File: src/rtl/r_type_exec_ctrl.sv
// r_type_exec_ctrl: multi-cycle fetch/decode/read/exec/writeback sequencer for R-type ops.
// Rev 1.0 - initial release.
`default_nettype none

module r_type_exec_ctrl #(
    parameter logic [31:0] RESET_PC    = 32'h0000_0000,
    parameter int          ALU_TIMEOUT = 16,
    parameter int          CNT_W       = 16
) (
    input  logic             clk,
    input  logic             reset_n,
    input  logic             enable,
    output logic             imem_req,
    output logic [31:0]      imem_addr,
    input  logic             imem_valid,
    input  logic [31:0]      imem_rdata,
    output logic [4:0]       rs1,
    output logic [4:0]       rs2,
    output logic [4:0]       rd,
    output logic [3:0]       alu_sel,
    output logic             rf_rd_en,
    output logic             alu_start,
    input  logic             alu_done,
    output logic             rf_wr_en,
    output logic             illegal_inst,
    output logic             alu_timeout,
    output logic [31:0]      pc,
    output logic [CNT_W-1:0] retired
);

    localparam int TW = $clog2(ALU_TIMEOUT + 1);
    localparam logic [TW-1:0] TMO_LAST = TW'(ALU_TIMEOUT);
    localparam logic [TW-1:0] CNT_ONE  = TW'(1);

    typedef enum logic [2:0] {
        S_IDLE   = 3'd0,
        S_FETCH  = 3'd1,
        S_DECODE = 3'd2,
        S_READ   = 3'd3,
        S_EXEC   = 3'd4,
        S_WB     = 3'd5,
        S_HALT   = 3'd6
    } state_t;

    state_t        state;
    logic [31:0]   ir;
    logic [TW-1:0] wait_cnt;
    logic          legal;

    assign legal = (ir[6:0] == 7'b0110011) &&
                   ((ir[31:25] == 7'b0000000) ||
                    ((ir[31:25] == 7'b0100000) &&
                     ((ir[14:12] == 3'b000) || (ir[14:12] == 3'b101))));

    assign imem_addr = pc;

    always_ff @(posedge clk) begin
        if (!reset_n) begin
            state        <= S_IDLE;
            pc           <= RESET_PC;
            ir           <= '0;
            retired      <= '0;
            wait_cnt     <= '0;
            rs1          <= '0;
            rs2          <= '0;
            rd           <= '0;
            alu_sel      <= '0;
            imem_req     <= 1'b0;
            rf_rd_en     <= 1'b0;
            alu_start    <= 1'b0;
            rf_wr_en     <= 1'b0;
            illegal_inst <= 1'b0;
            alu_timeout  <= 1'b0;
        end else begin
            // Strobes default low; each state re-asserts only what it owns.
            imem_req     <= 1'b0;
            rf_rd_en     <= 1'b0;
            alu_start    <= 1'b0;
            rf_wr_en     <= 1'b0;
            illegal_inst <= 1'b0;
            case (state)
                S_IDLE: begin
                    if (enable) begin
                        state    <= S_FETCH;
                        imem_req <= 1'b1;
                    end
                end
                S_FETCH: begin
                    if (imem_valid) begin
                        ir    <= imem_rdata;
                        state <= S_DECODE;
                    end else begin
                        imem_req <= 1'b1;
                    end
                end
                S_DECODE: begin
                    rs1     <= ir[19:15];
                    rs2     <= ir[24:20];
                    rd      <= ir[11:7];
                    alu_sel <= {ir[30], ir[14:12]};
                    if (legal) begin
                        state    <= S_READ;
                        rf_rd_en <= 1'b1;
                    end else begin
                        illegal_inst <= 1'b1;
                        pc           <= pc + 32'd4;
                        if (enable) begin
                            state    <= S_FETCH;
                            imem_req <= 1'b1;
                        end else begin
                            state <= S_IDLE;
                        end
                    end
                end
                S_READ: begin
                    state     <= S_EXEC;
                    alu_start <= 1'b1;
                    wait_cnt  <= CNT_ONE;
                end
                S_EXEC: begin
                    // wait_cnt==1 is the alu_start cycle, where alu_done is not trusted.
                    if ((wait_cnt != CNT_ONE) && alu_done) begin
                        state    <= S_WB;
                        rf_wr_en <= (rd != 5'd0);
                    end else if (wait_cnt == TMO_LAST) begin
                        alu_timeout <= 1'b1;
                        state       <= S_HALT;
                    end else begin
                        wait_cnt <= wait_cnt + CNT_ONE;
                    end
                end
                S_WB: begin
                    retired <= retired + CNT_W'(1);
                    pc      <= pc + 32'd4;
                    if (enable) begin
                        state    <= S_FETCH;
                        imem_req <= 1'b1;
                    end else begin
                        state <= S_IDLE;
                    end
                end
                S_HALT: begin
                    state <= S_HALT;
                end
                default: begin
                    state <= S_IDLE;
                end
            endcase
        end
    end

endmodule

`default_nettype wire

File: config.mk
export PLATFORM = sky130hd
export DESIGN_NAME = r_type_exec_ctrl
export DESIGN_NICKNAME = d
export VERILOG_FILES = /design/src/rtl/r_type_exec_ctrl.sv
export SDC_FILE = /design/constraint.sdc
export NUM_CORES = 1
export LEC_CHECK = 0
export ABC_AREA = 1
export CAP_MARGIN = 15
export CORE_ASPECT_RATIO = 1.5
export CORE_UTILIZATION = 53
export DETAILED_ROUTE_END_ITERATION = 16
export GPL_TIMING_DRIVEN = 0
export PLACE_DENSITY = 0.85
export SYNTH_ARGS = -nofsm -noshare
export SYNTH_HDL_FRONTEND = slang
export SYNTH_SLANG_ARGS = --single-unit
File: constraint.sdc
create_clock -name clk -period 3.9 [get_ports clk]
set_clock_uncertainty 0.1 [all_clocks]
set_input_delay 0.585 -clock clk [delete_from_list [all_inputs] [get_ports clk]]
set_output_delay 0.585 -clock clk [all_outputs]
set_load 0.02 [all_outputs]
==> impl_metrics.csv <==
group,metric,value,unit
grt,overflow,0,
clocking,cts.path.max_buffers,2,
min_path,hold_path.class,"reg2reg",
clocking,cts-root-buf,"clkbuf_16",
critical_path,cp_data_required_time,3.21,ns
grt,grtUsageTotal,27.6,%
floorplan,dieArea,11100,um^2
synthesis,ys_ff_latch,111,
critical_path,crit_fanout,7,
synthesis,synthFlopType,"dfxtp_1",
drt,wirelength,14900,um
sta,timing.slew.headroom,55.8,%
grt,antenna_found_initial,0,
synthesis,yosysTopAreaCellShare,39.3,%
sta,tns,0,ns
critical_path,r2r_end,"imem_addr[18]",
floorplan,core_area,10200,um^2
critical_path,worstSetupEndpointType,"output pin",
placed_design,post-dp-hpwl,11200,um
sta,fin_crit_sh,60.0,%
floorplan,start_util,55.2,%
drt,routedWlPerCell,13.2,um
sta,hold_violations,0,
layout,fillers,867,
grt,first_global_vias,5319,
critical_path,reg2reg_depth,8,
clocking,tritoncts,"yes",
floorplan,io_pins,142,
sta,tightest_slew,0.663,ns
floorplan,die_w,86.4,um
clocking,cts_buffers,9,
synthesis,yosysUniqueCellTypes,34,
power,ir_drop,0.282,mV
layout,antennaDiodeCount,0,
layout,final_cell_area,7540,um^2
synthesis,syn-instance-count,828,
floorplan,chipHeight,129,um
critical_path,start_kind,"register",
layout,seq_area,2220,um^2
placed_design,place_congestion,1.01,
layout,stdcell_count,1124,
synthesis,ys_seq_area_share,39.3,%
clocking,cts_resized,0,
sta,grt_setup_unrepaired,"false",
synthesis,async_reset_ff_share,0,%
drt,ant_nets,0,
drt,vias,5775,
drt,via_per_inst,5.14,
synthesis,synth_edf_count,0,
clocking,htreeDepth,3,
synthesis,synth_common_cells,"nand2_1, nor2_1, dfxtp_1",
critical_path,regToRegStartpoint,"imem_addr[2]",
clocking,clk_pin_slew_worst_paths,0.08,ns
job,cap_violations,0,
power,p_per_area,365,nW/um^2
critical_path,crit_end,"pc[4]",
sta,setup_viol,0,
grt,grt_pass1_wl,24000,um
critical_path,crit_arrival,1.66,ns
clocking,cts_sinks,111,
power,power.leakage,2.90,nW
placed_design,portBuffers,136,
critical_path,startpoint,"imem_addr[4]",
synthesis,synth_most_common_cell,"nand2_1",
grt,grt_max_degree,21,
critical_path,worstSetupPathType,"reg2out",
floorplan,row_count,45,
placed_design,place_area,7210,um^2
sta,max_freq,0.427,GHz
layout,areaGrowthSynthToFinish,33.3,%
sta,fin_crit,2.34,ns
layout,multiInputGateArea,2800,um^2
run_status,status,"finished, final reports clean",
drt,drtIter0Drc,237,
clocking,cts_setup_buffers,0,
critical_path,r2r_slack,1.82,ns
clocking,cts.hold.buffers_added,0,
synthesis,syn_area,5660,um^2
synthesis,yosysWarnings,0,
synthesis,synth.area.top_cells,"dfxtp_1, nand2_1, nor2_1",
synthesis,post-synth-top-area-cell,"dfxtp_1",
placed_design,placedCellCount,1108,
clocking,clk_latency,0.36,ns
drt,post-route-drc-count,0,
sta,slew_viol_final,0,
layout,drive_gt1_share,10.4,%
synthesis,avgSynthCellArea,6.83,um^2
sta,hold_ws,0.378,ns
layout,layout.nets,1020,
drt,firstDrtPassIters,5,
-- power by group --
part / leakage, nW / switching (mW) / internal [mW] / total, mW
combinational: 1.84 / 0.268 / 0.186 / 0.454
clock: 0.166 / 0.460 / 0.581 / 1.04
sequential: 0.899 / 0.0518 / 1.21 / 1.26
-- registers in the layout (all words and copies together) (netlist names) --
name / flops
alu_timeout: 1
ir: 32
wait_cnt: 5
rf_wr_en: 1
retired: 16
rs2: 5
illegal_inst: 1
imem_addr: 30
imem_req: 1
alu_sel: 4
rf_rd_en: 1
state: 3
rd: 5
alu_start: 1
rs1: 5
-- worst min-delay path by stage --
stage	start	to	slack (ns)	depth (start not counted)
after floorplan	ir[2]	ir[2]	0.34	2
after detailed placement	alu_timeout	alu_timeout	0.36	2
after global routing	rs2[0]	rs2[0]	0.41	2
after global placement	alu_timeout	alu_timeout	0.36	2
final	alu_timeout	alu_timeout	0.38	2
after CTS	ir[5]	ir[5]	0.38	2
-- critical path, cell delays in order (launching register included) --
cell and delay, ns:
dfxtp_1 0.54, buf_4 0.17, clkdlybuf4s50_1 0.59
-- stage by stage --
stage,total power [mW],setup slack (ns),util (%)
floorplan,1.56,2.15,-
global placement,1.73,1.80,70.3
detailed placement,1.73,1.81,70.3
CTS,2.76,1.55,73.6
global route,2.87,1.52,73.6
finish,2.76,1.56,73.6
-- cell families after synthesis --
group	after synthesis	share of synthesized area [%]
other	1	0.0663
buffers and inverters	123	11.4
XOR/XNOR	14	2.17
adder cells (fa/ha/maj)	5	1.11
AO/OA/AOI/OAI	129	12.2
AND/OR/NAND/NOR	445	33.8
flip-flops	111	39.3
-- layer usage --
| metal | part of all wire (%) | track usage, % | vias to the layer above |
|---|---|---|---|
| met5 | 0 | 0 | - |
| met3 | 4.9 | 3.85 | 63 |
| met1 | 38 | 29.1 | 2593 |
| met2 | 51 | 49.8 | 224 |
| met4 | 5.8 | 20.1 | 0 |
| li1 | - | - | 2895 |
-- cell usage in the layout (no fill, tap or decap), drive strengths merged --
master / count
xnor2: 6
bufinv: 2
o21ai: 63
inv: 64
nand3b: 13
clkinv: 2
nor2: 164
nor3: 15
clkbuf: 23
dfxtp: 111
o21a: 1
nand3: 41
xor2: 8
nor3b: 1
ha: 5
nand2: 207
o211ai: 1
buf: 48
a211oi: 1
clkdlybuf4s50: 136
nand4: 4
conb: 4
a21oi: 63
-- layout make-up --
| class | instances | share of cell area [%] |
|---|---|---|
| Inverter | 61 | 3.04 |
| Clock buffer | 9 | 2.99 |
| Multi-Input combinational cell | 597 | 37.2 |
| Timing Repair Buffer | 136 | 18.0 |
| Sequential cell | 111 | 29.5 |
| Clock inverter | 7 | 1.48 |
| Tap cell | 141 | 2.34 |
| Buffer | 62 | 5.51 |
No activity file was read; power rests on OpenSTA's default activity.
